==> src/rtl/tff_count_ctrl_if.sv <==
// Handshake and data bundle between the counter controller and its T flip-flop bank.
// master drives requests and the bank state; slave is the controller.
interface tff_count_ctrl_if #(
  parameter int WIDTH = 4
);
  logic             start;
  logic             stop;
  logic             load;
  logic [WIDTH-1:0] load_val;
  logic [WIDTH-1:0] term_val;
  logic             up;
  logic             oneshot;
  logic [WIDTH-1:0] q_in;
  logic [WIDTH-1:0] t_out;
  logic             busy;
  logic             done;
  logic             wrap;

  modport master (
    output start, stop, load, load_val, term_val, up, oneshot, q_in,
    input  t_out, busy, done, wrap
  );

  modport slave (
    input  start, stop, load, load_val, term_val, up, oneshot, q_in,
    output t_out, busy, done, wrap
  );
endinterface

==> src/rtl/tff_count_ctrl.sv <==
// Sequencing controller for a WIDTH-bit T flip-flop counter bank: drives per-bit
// toggles for parallel load, up/down counting, terminal detection and auto-reload.
module tff_count_ctrl #(
  parameter int WIDTH = 4
) (
  input logic             c,
  input logic             rs,
  tff_count_ctrl_if.slave bus
);

  typedef enum logic [1:0] {
    IDLE = 2'd0,
    RUN  = 2'd1,
    DONE = 2'd2
  } state_t;

  state_t           state_q;
  state_t           state_d;
  logic [WIDTH-1:0] reload_q;
  logic             wrap_q;
  logic             wrap_set;
  logic [WIDTH-1:0] t_next;
  logic [WIDTH-1:0] up_t;
  logic [WIDTH-1:0] dn_t;
  logic             at_term;

  assign at_term = (bus.q_in == bus.term_val);

  // A bit toggles when every lower bit is 1 (up) or 0 (down).
  always_comb begin
    logic up_run;
    logic dn_run;
    up_run = 1'b1;
    dn_run = 1'b1;
    up_t   = '0;
    dn_t   = '0;
    for (int i = 0; i < WIDTH; i++) begin
      up_t[i] = up_run;
      dn_t[i] = dn_run;
      up_run  = up_run & bus.q_in[i];
      dn_run  = dn_run & ~bus.q_in[i];
    end
  end

  always_ff @(posedge c) begin
    if (rs) begin
      state_q  <= IDLE;
      reload_q <= '0;
      wrap_q   <= 1'b0;
    end else begin
      state_q <= state_d;
      wrap_q  <= wrap_set;
      if (state_q == IDLE && bus.load) begin
        reload_q <= bus.load_val;
      end
    end
  end

  always_comb begin
    state_d = state_q;
    case (state_q)
      IDLE: begin
        if (bus.start) state_d = RUN;
      end
      RUN: begin
        if (bus.stop)                      state_d = IDLE;
        else if (at_term && bus.oneshot)   state_d = DONE;
      end
      DONE:    state_d = IDLE;
      default: state_d = IDLE;
    endcase
  end

  // Toggle pattern is gated by rs so the bank sees no toggles while resetting.
  always_comb begin
    t_next   = '0;
    wrap_set = 1'b0;
    if (!rs) begin
      case (state_q)
        IDLE: begin
          if (bus.load) t_next = bus.q_in ^ bus.load_val;
        end
        RUN: begin
          if (!bus.stop) begin
            if (at_term) begin
              if (!bus.oneshot) begin
                t_next   = bus.q_in ^ reload_q;
                wrap_set = 1'b1;
              end
            end else begin
              t_next = bus.up ? up_t : dn_t;
            end
          end
        end
        default: t_next = '0;
      endcase
    end
  end

  assign bus.t_out = t_next;
  assign bus.busy  = (state_q != IDLE);
  assign bus.done  = (state_q == DONE);
  assign bus.wrap  = wrap_q;

endmodule

==> src/flat_wrapper.sv <==
// flat-port wrapper written by rule: the top's interface ports become plain ports
module tff_count_ctrl_flat 
#(
  parameter int WIDTH = 4
)
  (c, rs, bus_start, bus_stop, bus_load, bus_load_val, bus_term_val, bus_up, bus_oneshot, bus_q_in, bus_t_out, bus_busy, bus_done, bus_wrap);
  tff_count_ctrl_if #(.WIDTH(WIDTH)) bus_i ();
  input logic c;
  input logic rs;
  input wire logic [$bits(bus_i.start)-1:0] bus_start;
  input wire logic [$bits(bus_i.stop)-1:0] bus_stop;
  input wire logic [$bits(bus_i.load)-1:0] bus_load;
  input wire logic [$bits(bus_i.load_val)-1:0] bus_load_val;
  input wire logic [$bits(bus_i.term_val)-1:0] bus_term_val;
  input wire logic [$bits(bus_i.up)-1:0] bus_up;
  input wire logic [$bits(bus_i.oneshot)-1:0] bus_oneshot;
  input wire logic [$bits(bus_i.q_in)-1:0] bus_q_in;
  output wire logic [$bits(bus_i.t_out)-1:0] bus_t_out;
  output wire logic [$bits(bus_i.busy)-1:0] bus_busy;
  output wire logic [$bits(bus_i.done)-1:0] bus_done;
  output wire logic [$bits(bus_i.wrap)-1:0] bus_wrap;
  assign bus_i.start = bus_start;
  assign bus_i.stop = bus_stop;
  assign bus_i.load = bus_load;
  assign bus_i.load_val = bus_load_val;
  assign bus_i.term_val = bus_term_val;
  assign bus_i.up = bus_up;
  assign bus_i.oneshot = bus_oneshot;
  assign bus_i.q_in = bus_q_in;
  assign bus_t_out = bus_i.t_out;
  assign bus_busy = bus_i.busy;
  assign bus_done = bus_i.done;
  assign bus_wrap = bus_i.wrap;
  tff_count_ctrl #(.WIDTH(WIDTH)) u_core (.c(c), .rs(rs), .bus(bus_i));
endmodule
==> config.mk <==
export PLATFORM = sky130hd
export DESIGN_NAME = tff_count_ctrl_flat
export DESIGN_NICKNAME = d
export VERILOG_FILES = /design/src/rtl/tff_count_ctrl_if.sv /design/src/rtl/tff_count_ctrl.sv /design/src/flat_wrapper.sv
export SDC_FILE = /design/constraint.sdc
export NUM_CORES = 1
export LEC_CHECK = 0
export CAP_MARGIN = 15
export CORE_MARGIN = 2
export CORE_UTILIZATION = 38
export CTS_CLUSTER_DIAMETER = 60
export DETAILED_ROUTE_END_ITERATION = 10
export PLACE_DENSITY = 0.8
export SYNTH_ARGS = -nofsm -noshare
export SYNTH_HDL_FRONTEND = slang
export SYNTH_SLANG_ARGS = --single-unit
==> constraint.sdc <==
create_clock -name c -period 2.25 [get_ports c]
set_input_delay 0.45 -clock c [delete_from_list [all_inputs] [get_ports c]]
set_output_delay 0.45 -clock c [all_outputs]
set_load 0.005 [all_outputs]
==> results of run 1 <==
## cell usage after synthesis (all sizes together) (2+ instances only)
cell type | count | area share
buf | 2 | 0.030
clkbuf | 2 | 0.014
dfxtp | 7 | 0.26
mux2i | 7 | 0.13
nand2 | 2 | 0.014
nand2b | 2 | 0.023
nor2 | 9 | 0.063
nor3b | 2 | 0.028
o22ai | 4 | 0.047
xnor2 | 9 | 0.15
xor2 | 4 | 0.079
## logic make-up (layout without fill, tap and decap cells)
family	count (synthesis)	in the layout
xor gates and xnor gates	13	13
DFF	7	7
buffers and inverters	5	42
AOI/OAI and AO/OA	9	9
muxes	7	7
and+or+nand+nor	21	21
## worst paths after layout
check / startpoint / endpoint / slack, ps
min: u_core.reload_q[0] / u_core.reload_q[0] / 520
max: bus_term_val[3] / bus_t_out[0] / 100
min reg2reg: u_core.reload_q[0] / u_core.reload_q[0] / 520
max reg2reg: u_core.state_q[1] / u_core.reload_q[3] / 970
## timing repair
item                                    CTS  global route
resized for setup                        27            17
setup buffers                             3             0
endpoints found under the setup margin    4             4
pin swaps                                 4             5
## metal layers
layer  part of all wire  track usage
met4              0.020       0.0903
met1               0.38        0.192
met3              0.068        0.100
met2               0.53        0.328
met5                  0            0
## power by group through the flow
stage / registers (mW) / clock network [mW] / logic, mW
5_1_grt: 0.135 / 0.133 / 0.147
6_report: 0.134 / 0.117 / 0.137
2_1_floorplan: 0.136 / 0 / 0.0664
3_3_place_gp: 0.137 / 0 / 0.132
3_5_place_dp: 0.137 / 0 / 0.135
4_1_cts: 0.135 / 0.124 / 0.137
## worst reg2reg max path: stages, from the launching register on
cell     delay [ps]
dfxtp_1         320
nor2_1          230
and2_1          200
buf_4           170
mux2i_1         200
nor2_1           60
## layout make-up
cell class                      count  share of cell area
Multi-Input combinational cell     50               0.461
Tap cell                           15              0.0209
Inverter                            1             0.00418
Timing Repair Buffer               37               0.329
Clock buffer                        4              0.0292
Sequential cell                     7               0.156
## per-stage QoR
stage                     hold WS (ps)  cells   util  total power [mW]  worst slack (ps)
after floorplan                    482     62      -             0.203               288
after global placement             497    107  0.646             0.269              -540
after detailed placement           511    107  0.646             0.272              -556
after CTS                          525    114  0.697             0.395             -53.1
after global routing               553    114  0.682             0.414              12.6
final                              519    114  0.682             0.388               103
## sequential cells by signal, summed over array words and instances (netlist names)
name	count
u_core.state_q	2
u_core.bus.wrap	1
u_core.reload_q	4
==> reports/results.ini, run 1 <==
[outcome]
run_status = finished, final reports clean

[synth]
synth_edf_count = 0
synthMuxAreaShare = 0.130
synth-main-ff-cell = dfxtp_1
synth_compound_area_frac = 0.109
yosysWarnings = 0
synthSimpleGateAreaFrac = 0.223
synth_top_family_by_area = XOR/XNOR gates
synthAdderAreaFrac = 0
synth.cell_area_um2 = 538
yosysUniqueCellTypes = 25
synth_seq_cells = 7
syn_nets = 81
syn_inst = 62
seq_area_frac_synth = 0.260
synth-xor-area-share = 0.226
avgSynthCellArea_um2 = 8.68
synthArstFlopShare = 0

[setup_path]
worst-path-buf-inv = 4
path_class = in2out
path_max_fanout = 4
crit_top_cell = buf_4
critPathArrivalTime_ps = 1700
cp.depth = 8
slowest_stage = nor4_4
max_stage_delay_ps = 270
r2r_cells = 5
start_kind = input port
cp_top_family = buffers and inverters
critPathCaptureType = primary output
worstPathCellList = clkdlybuf4s15_1 -> xor2_2 -> nor4_4 -> buf_4 -> buf_4 -> o21a_1 -> o22ai_1 -> buf_2
required_ps = 1800

[global_route]
grt_max_degree = 8
antenna_found_initial = 0
grt_first_pass_wirelength_um = 2450
grt_util_all_layers = 0.193
grt_overflow_total = 0
grt_pass1_vias = 569

[timing]
worst_slew_pin_slew_ps = 272
max_freq_mhz = 466
setup_viol = 0
slew_headroom = 0.817
fin_skew_ps = 5.75
period_minus_slack_ps = 2150
maxSlewViolCount = 0
period_share = 0.954
hold_violations = 0
rsz0062_at_grt = no
final.setup.tns_ps = 0

[layout]
fill_cells = 119
diodes = 0
final_nets = 119
fin_area_um2 = 898
final_common_cell = clkdlybuf4s50_1
mostFrequentLayoutCells = clkdlybuf4s50_1, buf_4, nor2_1, xnor2_1
ff_latch_area_um2 = 140
drive_above_1_share = 0.333
syn_to_final_growth_pct = 67.0
multi_input_area_um2 = 414

[floorplanning]
die-area_um2 = 1730
die_y_um = 41.6
die_w_um = 41.6
rows = 13
core-area_um2 = 1320
start_util = 0.408
boundaryPins = 26

[clock_network]
ctsHtreeMaxLevel = 1
clkSlewWorstSetupHoldPaths_ps = 50
clock_sinks = 7
cts-root-buf = clkbuf_4
cts_buffers = 3
ctsLongestPathBuffers = 2
worstSkewPairLatency_ps = 260
cts_tree = done
cts_hold_buf = 0

[pwr]
switching_share = 0.288
seqPwrFrac = 0.347
p_comb_frac = 0.353
ir_worst_vdd_v = 0.000246
cellPowerDensity_nw_per_um2 = 432
leakagePower_nw = 0.366
p_int_mw = 0.276
power_switching_mw = 0.112
clockPowerShare = 0.301

[run]
drv_cap = 0

[worst_hold_path]
hold_depth = 2
min_path_type = reg2reg

[route]
drc = 0
finalWirelength_um = 1480
antenna_left = 0
drt-wirelength-per-cell_um = 13.0
drt_iter0_markers = 10
vias_per_cell = 4.98
vias = 568
drtPass1Iterations = 4

[place]
port_buffers = 25
dpl-instance-area_um2 = 851
dp_hpwl_um = 1150
gp_congestion = 0.792

Note: power is estimated with default switching activity, not from simulation.
==> run 2: changes to the inputs <==
--- a/config.mk
+++ b/config.mk
@@ -6,11 +6,12 @@
 export NUM_CORES = 1
 export LEC_CHECK = 0
 export CAP_MARGIN = 15
-export CORE_MARGIN = 2
-export CORE_UTILIZATION = 38
+export CORE_AREA = 2 2 39 41
 export CTS_CLUSTER_DIAMETER = 60
 export DETAILED_ROUTE_END_ITERATION = 10
-export PLACE_DENSITY = 0.8
+export DIE_AREA = 0 0 41 43
+export DONT_BUFFER_PORTS = 1
+export PLACE_DENSITY = 0.59
 export SYNTH_ARGS = -nofsm -noshare
 export SYNTH_HDL_FRONTEND = slang
 export SYNTH_SLANG_ARGS = --single-unit
==> run 2 against run 1 <==
Combinational power down 51%. Count of clock-buffer cells in the layout did not move. Sequential cell count stayed put. Clock skew decreased by 2.1 ps. Worst hold slack worse by 260 ps. Total power decreased by 19%. Critical endpoint is now bus_t_out[3]. Via count fell by 28%.
==> reports/results.ini, run 2 (synthesized netlist as in run 1, its figures left out) <==
[timing]
rsz0062_at_grt = no
setup_viol = 0  ; unchanged
max_freq_mhz = 519  ; +11%
final.setup.tns_ps = 0  ; unchanged
whs_ps = 264  ; -255 ps
period_share = 0.856  ; -0.0981
hold_violations = 0  ; unchanged
slew_headroom = 0.675  ; -0.142
worst_slew_pin_slew_ps = 484  ; +212 ps
maxSlewViolCount = 0  ; unchanged
period_minus_slack_ps = 1930  ; -221 ps
fin_skew_ps = 3.65  ; -2.10 ps

[layout]
diodes = 0  ; unchanged
mostFrequentLayoutCells = nor2_1, xnor2_1, mux2i_1, dfxtp_1, o22ai_1
fin_area_um2 = 568  ; -37%
layout.cells.non_filler = 79  ; -31%
final_nets = 83  ; -30%
largest_reg_flops = 4  ; unchanged
syn_to_final_growth_pct = 5.58
ff_latch_area_um2 = 140  ; unchanged
drive_above_1_share = 0.111  ; -0.222
multi_input_area_um2 = 370  ; -11%
fill_cells = 150  ; +26%
regMostFlops = u_core.reload_q

[place]
dp_hpwl_um = 880  ; -24%
gp_congestion = 0.767  ; -3.1%
dp_cells = 75  ; -30%
port_buffers = 0  ; -100%
dpl-instance-area_um2 = 542  ; -36%

[outcome]
run_status = finished, final reports clean

[global_route]
antenna_found_initial = 0  ; unchanged
grt_first_pass_wirelength_um = 1680  ; -32%
grt_overflow_total = 0  ; unchanged
grt_util_all_layers = 0.142  ; -0.0505
grt_pass1_vias = 402  ; -29%
grt_max_degree = 9  ; +1

[worst_hold_path]
hold_depth = 1  ; -1
min_path_type = in2reg
hp-start = rs
holdPathEnd = u_core.reload_q[2]

[clock_network]
cts_tree = done
cts_hold_buf = 0  ; unchanged
cts_buffers = 3  ; unchanged
worstSkewPairLatency_ps = 250  ; about the same
ctsLongestPathBuffers = 2  ; unchanged
clock_sinks = 7  ; unchanged
post-cts-setup-buffer-count = 0  ; -3
ctsHtreeMaxLevel = 1  ; unchanged
ctsResizeCount = 0  ; -100%
cts-root-buf = clkbuf_4
clkSlewWorstSetupHoldPaths_ps = 50  ; about the same

[route]
vias = 408  ; -28%
drt-wirelength-per-cell_um = 13.2  ; +1.9%
antenna_left = 0  ; unchanged
met2RoutedLength_um = 540  ; -31%
drtPass1Iterations = 2  ; -2
vias_per_cell = 5.16  ; +3.7%
top_layer = met3
finalWirelength_um = 1050  ; -29%
routedLengthMet1_um = 434  ; -23%
drt_iter0_markers = 3  ; -7
dr_wl_met3_um = 72  ; -29%
drc = 0  ; unchanged

[setup_path]
max_stage_delay_ps = 500  ; +230 ps
path_max_fanout = 8  ; +4
cp_top_family = simple AND/OR/NAND/NOR gates
path_class = in2out
r2r-start = u_core.state_q[1]
critPathCaptureType = primary output
start_kind = input port
worstPathCellList = xor2_2 -> nor4_4 -> mux2i_1 -> o22ai_1
worst-path-buf-inv = 0  ; -4
startpoint = bus_q_in[0]
slowest_stage = nor4_4
required_ps = 1800  ; about the same
rrSetupSlack_ps = 1050  ; +80 ps
critPathArrivalTime_ps = 1480  ; -220 ps
r2r_cells = 5  ; unchanged
r2r-end = u_core.reload_q[3]

[pwr]
seqPwrFrac = 0.428  ; +0.081
ir_worst_vdd_v = 0.000333  ; +35%
cellPowerDensity_nw_per_um2 = 555  ; +28%
switching_share = 0.256  ; -0.0328
power_switching_mw = 0.0805  ; -28%
leakagePower_nw = 0.196  ; -47%
p_comb_frac = 0.213  ; -0.140
clockPowerShare = 0.359  ; +0.058
p_int_mw = 0.234  ; -15%

[floorplanning]
rows = 14  ; +1
die_y_um = 43  ; +3.3%
die_w_um = 41  ; -1.5%
core-area_um2 = 1380  ; +5.0%
boundaryPins = 26  ; unchanged
start_util = 0.389  ; -0.0196
die-area_um2 = 1760  ; +1.8%

[run]
drv_cap = 0  ; unchanged

run 2: worst register-to-register path, cell delays in order, from the launching register on:
cell	delay (ps)
dfxtp_1	310
nor2_1	210
and2_1	190
buf_4	150
mux2i_1	180
nor2_1	50
run 2: metrics by stage:
stage | power (mW) | setup slack [ps] | util
floorplan | 0.203 | 288 | -
global placement | 0.204 | 334 | 0.392
detailed placement | 0.205 | 327 | 0.392
CTS | 0.321 | 326 | 0.410
global route | 0.336 | 218 | 0.410
finish | 0.315 | 324 | 0.410
run 2: worst max path at each step:
stage | depth (start not counted) | slack, ps | end
3_5_place_dp | 4 | 330 | bus_t_out[3]
3_3_place_gp | 4 | 330 | bus_t_out[3]
2_1_floorplan | 5 | 290 | bus_t_out[1]
4_1_cts | 4 | 330 | bus_t_out[3]
5_1_grt | 4 | 220 | bus_t_out[3]
6_report | 4 | 320 | bus_t_out[3]
run 2: per-layer routing:
metal  up-vias  GRT usage
met1       184      0.153
met5         -          0
li1        212          -
met3         0     0.0890
met4         0          0
met2        12      0.241
run 2: cell type report:
cell class / count / share of cell area
tap: 16 / 0.0352
inverter: 1 / 0.00661
clock buffer: 4 / 0.0463
timing repair buffer: 1 / 0.0132
multi-input combinational: 50 / 0.652
sequential: 7 / 0.247
run 2: power by group through the flow:
stage	Combinational (mW)	Sequential (mW)	Clock [mW]
2_1_floorplan	0.0664	0.136	0
3_3_place_gp	0.0672	0.137	0
3_5_place_dp	0.0677	0.137	0
4_1_cts	0.0682	0.135	0.118
5_1_grt	0.0742	0.135	0.126
6_report	0.0672	0.135	0.113
==> RTL change 1, RTL diff (settings of run 2) <==
`WIDTH` is set to 4 in 3 places; all go to 3.
--- a/src/rtl/tff_count_ctrl_if.sv
+++ b/src/rtl/tff_count_ctrl_if.sv
@@ -3,3 +3,3 @@
 interface tff_count_ctrl_if #(
-  parameter int WIDTH = 4
+  parameter int WIDTH = 3
 );
--- a/src/rtl/tff_count_ctrl.sv
+++ b/src/rtl/tff_count_ctrl.sv
@@ -3,3 +3,3 @@
 module tff_count_ctrl #(
-  parameter int WIDTH = 4
+  parameter int WIDTH = 3
 ) (
--- a/src/flat_wrapper.sv
+++ b/src/flat_wrapper.sv
@@ -3,3 +3,3 @@
 #(
-  parameter int WIDTH = 4
+  parameter int WIDTH = 3
 )
Ports: changed (resized bus_load_val, bus_q_in, bus_t_out and bus_term_val); port bits go from 26 to 22. No check against the original RTL was run, so the function may have changed too.
==> RTL change 1 against run 2 <==
  * First-iteration DRC count stayed put
  * Worst hold slack improved by 0.013 ns
  * Clock skew fell by 0.0036 ns
  * Total power fell by 17%
  * Final area down 23%
  * Worst setup slack improved by 0.0082 ns
  * Via count down 22%
  * Non-clock buffer count down 1
  * Sequential cell count decreased by 1
  * Register-to-register slack worse by 0.12 ns
  * Routed wire length down 24%
  * Critical path depth is 2 lower
  * Synthesized area fell by 24%
  * Core utilization is 9.4 points lower
  * Critical path type is now reg2out
  * Largest power group unchanged
==> RTL change 1: results (changes against run 2) <==
## Global route
- 1080 um — first-pass GRT wire length, -36%
- 0.0992 — total track usage, -0.0431
- 270 — vias in the first global route, -33%
- 7 — largest net degree at the start of global routing, -2

## Synth
- 0.293 — share of the yosys chip area belonging to registers, +0.0322
- 18 — Netlist cell types, -28%
- sky130_fd_sc_hd__nor2_1 (9), sky130_fd_sc_hd__xnor2_1 (9), sky130_fd_sc_hd__dfxtp_1 (6) — Post-synth top cells
- 67 — Post-Synthesis Net Count, -17%
- sky130_fd_sc_hd__dfxtp_1 (29%), sky130_fd_sc_hd__xnor2_1 (19%), sky130_fd_sc_hd__mux2i_1 (12%), sky130_fd_sc_hd__nor2_1 (8.2%), sky130_fd_sc_hd__o22ai_1 (4.6%) — most area-consuming cells after synthesis
- 0 — number of warnings printed during yosys synthesis, unchanged

## Pwr
- 203 uV — worst-case vdd ir drop, -39%
- 0.000178 uW — leakage, -8.9%

## Place
- 678 um — detailed placement HPWL, -23%
- 0 — number of buffer cells added on primary ports, unchanged
- 415 sq um — cell area after placement, -23%
- 0.637 — GPL Wtd Cong, -17%

## Detailed routing
- 4 — Initial DRT Pass Iterations, +2
- 11.9 um — mean routed wirelength per cell, -10%
- 320 — total via count in the routed design, -22%

## Finish
- 160 — count of fill cells added during filler insertion, +6.7%
- 0.0980 — fraction of layout instances using a drive strength above 1, -0.0131
- 69 — Final Net Count, -17%
- 3 — max FFs per register, -1

## Worst hold path
- 1 — Worst Hold Path Cells, unchanged

## Setup path
- 0.66 ns — delay contributed by the slowest stage of the critical path, +0.16 ns
- 0.93 ns — worst-case register-to-register setup slack, -0.12 ns
- 6 — largest fanout on the critical path, -2
- 1.47 ns — WP data arrival
- sky130_fd_sc_hd__or4b_1 — Crit-path slowest cell
- 2 — count of cells along the worst register-to-register path, -3
- u_core.state_q[1]$_SDFFE_PP0P_ — endpoint of the worst-slack reg-to-reg timing path

## Timing
- 0.277 ns — worst hold slack, +0.0131 ns
- 0.0000746 ns — Clock Skews, -0.00358 ns
- 0.790 — Worst slew margin, +0.115

## Run status
- finished, final reports clean — run status

## Clocking
- 1 — total number of H-tree levels, unchanged
- 0.24 ns — worst skew pair latency

-- RTL change 1: changes by cell type in the layout (fill, tap and decap cells not counted), sizes merged, moves of 2 or more --
cell and change:
nand2b -2, mux2i -2, nor3b -2, xor2 -3
-- RTL change 1: through the flow --
stage                     std cells  setup slack, ns
after global placement           64            0.439
final                            67            0.332
after detailed placement         64            0.442
after CTS                        67            0.317
after floorplan                  51            0.531
after global routing             67            0.253
-- RTL change 1: power by group --
| part | total (uW) | switching [uW] | leakage (uW) | internal [uW] |
|---|---|---|---|---|
| combinational | 50.1 | 23.1 | 0.000116 | 26.9 |
| clock | 95.7 | 35.6 | 0.0000138 | 60.1 |
| sequential | 116 | 3.36 | 0.0000491 | 112 |
| total | 261 | 62.1 | 0.000178 | 199 |
-- RTL change 1: how the worst max path moves through the flow --
stage	start	endpoint	slack, ns	cells after the start
finish	u_core.state_q[1]$_SDFFE_PP0P_	bus_t_out[0]	0.33	2
global route	u_core.state_q[1]$_SDFFE_PP0P_	bus_t_out[0]	0.25	2
CTS	u_core.state_q[1]$_SDFFE_PP0P_	bus_t_out[0]	0.32	2
detailed placement	bus_stop	bus_t_out[0]	0.44	2
global placement	bus_stop	bus_t_out[0]	0.44	2
floorplan	bus_stop	bus_t_out[0]	0.53	3
-- RTL change 1: final cells by class --
| type | count | area (sq um) | share of cell area |
|---|---|---|---|
| multi-input cells | 40 | 268 | 0.611 |
| flip-flops and latches | 6 | 120 | 0.274 |
| inverters | 2 | 7.51 | 0.0171 |
| clock buffers | 3 | 22.5 | 0.0514 |
| well taps | 16 | 20.0 | 0.0457 |
-- RTL change 1: per-layer routing --
layer  share of wire  track usage  routed length (um)  vias to the layer above
li1                -            -                   -                      169
met1            0.37       0.0895                 291                      139
met2            0.53        0.156                 423                       12
met3           0.099       0.0942                  79                        0
met4               0       0.0200                   0                        0
met5               0            0                   0                        -
-- RTL change 1: logic make-up after synthesis --
kind of cell,synth area share
flops,0.293
mux,0.122
xor+xnor,0.213
simple gates,0.247
buf+inv,0.0549
compound gates,0.0701
-- RTL change 1: worst max-delay path, delay by kind of cell, from the launching register on --
| kind | cells | cell delay [ns] |
|---|---|---|
| AND/OR/NAND/NOR | 1 | 0.66 |
| flip-flops | 1 | 0.30 |
| AO/OA/AOI/OAI | 1 | 0.27 |
==> RTL change 2, RTL diff (settings of run 2) <==
Without the edit above. Add an input register stage for `rs`; this delays it by one clock. The other inputs are not delayed to match.
--- a/src/rtl/tff_count_ctrl.sv
+++ b/src/rtl/tff_count_ctrl.sv
@@ -15,2 +15,8 @@
   } state_t;
+
+  logic rs_q;
+
+  always_ff @(posedge c) begin
+    rs_q <= rs;
+  end
 
@@ -45,3 +51,3 @@
   always_ff @(posedge c) begin
-    if (rs) begin
+    if (rs_q) begin
       state_q  <= IDLE;
@@ -77,3 +83,3 @@
     wrap_set = 1'b0;
-    if (!rs) begin
+    if (!rs_q) begin
       case (state_q)
Check against the original RTL: not equivalent (a bounded check fails within 4 cycles, from zero or initial values).
==> RTL change 2 against run 2 <==
  * Final area increased by 2.9%
  * Critical path type unchanged
  * Synthesized cell count increased by 1.6%
  * Largest cell class unchanged
  * Clock power decreased by 6%
  * Cell count unchanged
  * Total power increased by 4.3%
  * Sequential cell count increased by 1
  * Largest power group unchanged
  * Combinational power about the same
  * Routed wire length increased by 1.3%
  * Synthesized area increased by 4.9%
  * Worst setup slack got worse by 0.0017 ns
  * Core utilization increased by 1.2 points
  * Via count increased by 2.5%
==> RTL change 2: results (changes against run 2) <==
## Finish
- 370 sq um — area of combinational cells with multiple inputs, unchanged
- 84 — Final Net Count, +1.2%
- 0.111 — fraction of layout instances using a drive strength above 1, unchanged
- 0.0385 — fraction of area in clock buffers and inverters, -0.00771
- 3.55% — area growth from synthesis to layout
- 1 — layout buffer count excluding clock buffers, unchanged
- 0.0128 — non-clock buffering overhead in the final layout, -0.000368
- 136 — count of fill cells added during filler insertion, -9.3%
- 160 sq um — total area of sequential cells, +14%

## Synth
- 24 — Netlist cell types, -4.0%
- 8.96 sq um — synthesized area per cell, +3.2%
- sky130_fd_sc_hd__nor2_1 (9), sky130_fd_sc_hd__xnor2_1 (9), sky130_fd_sc_hd__dfxtp_1 (8) — Post-synth top cells
- 82 — Post-Synthesis Net Count, +1.2%
- sky130_fd_sc_hd__dfxtp_1 (28%), sky130_fd_sc_hd__xnor2_1 (14%), sky130_fd_sc_hd__mux2i_1 (12%), sky130_fd_sc_hd__nor2_1 (6.0%), sky130_fd_sc_hd__xor2_1 (4.7%) — most area-consuming cells after synthesis
- 0.284 — share of the yosys chip area belonging to registers, +0.0233

## Pwr
- 0.000203 uW — leakage, +3.7%
- 106 uW — Clock net power, -6%
- 0.324 — portion of total power attributed to the clock network, -0.035
- 82.2 uW — switching power, +2.1%
- 332 uV — worst-case vdd ir drop, -0.24%
- 0.205 — share of power burned in combinational logic, -0.008

## Place
- 76 — cell count after placement, +1.3%
- 0.304 ns — worst slack, placed, -0.0232 ns
- 562 sq um — cell area after placement, +3.7%
- 0.753 — GPL Wtd Cong, -1.8%

## Detailed routing
- 3 — Initial DRT Pass Iterations, +1
- 420 um — DRT met1 WL, -3.2%
- 13.4 um — mean routed wirelength per cell, +1.3%
- 5.29 — number of vias per cell after detailed routing, +2.5%
- 1060 um — wire length after detailed routing, +1.3%
- 550 um — wire length on met2, +1.9%
- 89 um — DR WL met3, +24%
- 6 — initial DRC count, +3

## Global route
- 0.191 — met1 track utilization from global routing, +0.0376
- 1810 um — first-pass GRT wire length, +7.8%
- 0.105 — global routing met3 resource utilization, +0.0157
- 0.153 — total track usage, +0.0106
- 418 — vias in the first global route, +4.0%
- 0.219 — met2 demand-to-capacity share in global routing, -0.0219
- 0 — number of antenna violations at the first check in global routing, unchanged

## Setup path
- 7 — largest fanout on the critical path, -1

## Run status
- finished, final reports clean — run status

## Timing
- 0.00401 ns — Clock Skews, +0.000359 ns
- 0.473 ns — slew at the pin closest to its max-slew limit, -0.0110 ns

## Clocking
- 8 — number of clock sinks, +1
- sky130_fd_sc_hd__clkbuf_4 — master cell of the clock root buffer

-- RTL change 2: changes by cell type after synthesis, sizes merged --
| cell | run 2 | this run |
|---|---|---|
| dfxtp | 7 | 8 |
-- RTL change 2: kinds of logic after synthesis --
| group | count (synthesis) | synth area share |
|---|---|---|
| simple gates | 21 | 0.213 |
| xor+xnor | 13 | 0.215 |
| compound gates | 9 | 0.104 |
| flops | 8 | 0.284 |
| mux | 7 | 0.124 |
| buf+inv | 5 | 0.0599 |
-- RTL change 2: path summary, 6_finish.rpt --
| path | from | to | slack [ns] | depth (start not counted) |
|---|---|---|---|---|
| setup / recovery | bus_term_val[1] | bus_t_out[1] | 0.32 | 4 |
| hold / removal | rs | u_core.rs_q$_DFF_P_ | 0.22 | 0 |
| setup reg to reg | u_core.state_q[1]$_SDFFE_PP0P_ | u_core.reload_q[1]$_SDFFE_PP0P_ | 1.04 | 5 |
| hold reg to reg | u_core.rs_q$_DFF_P_ | u_core.reload_q[2]$_SDFFE_PP0P_ | 0.51 | 1 |
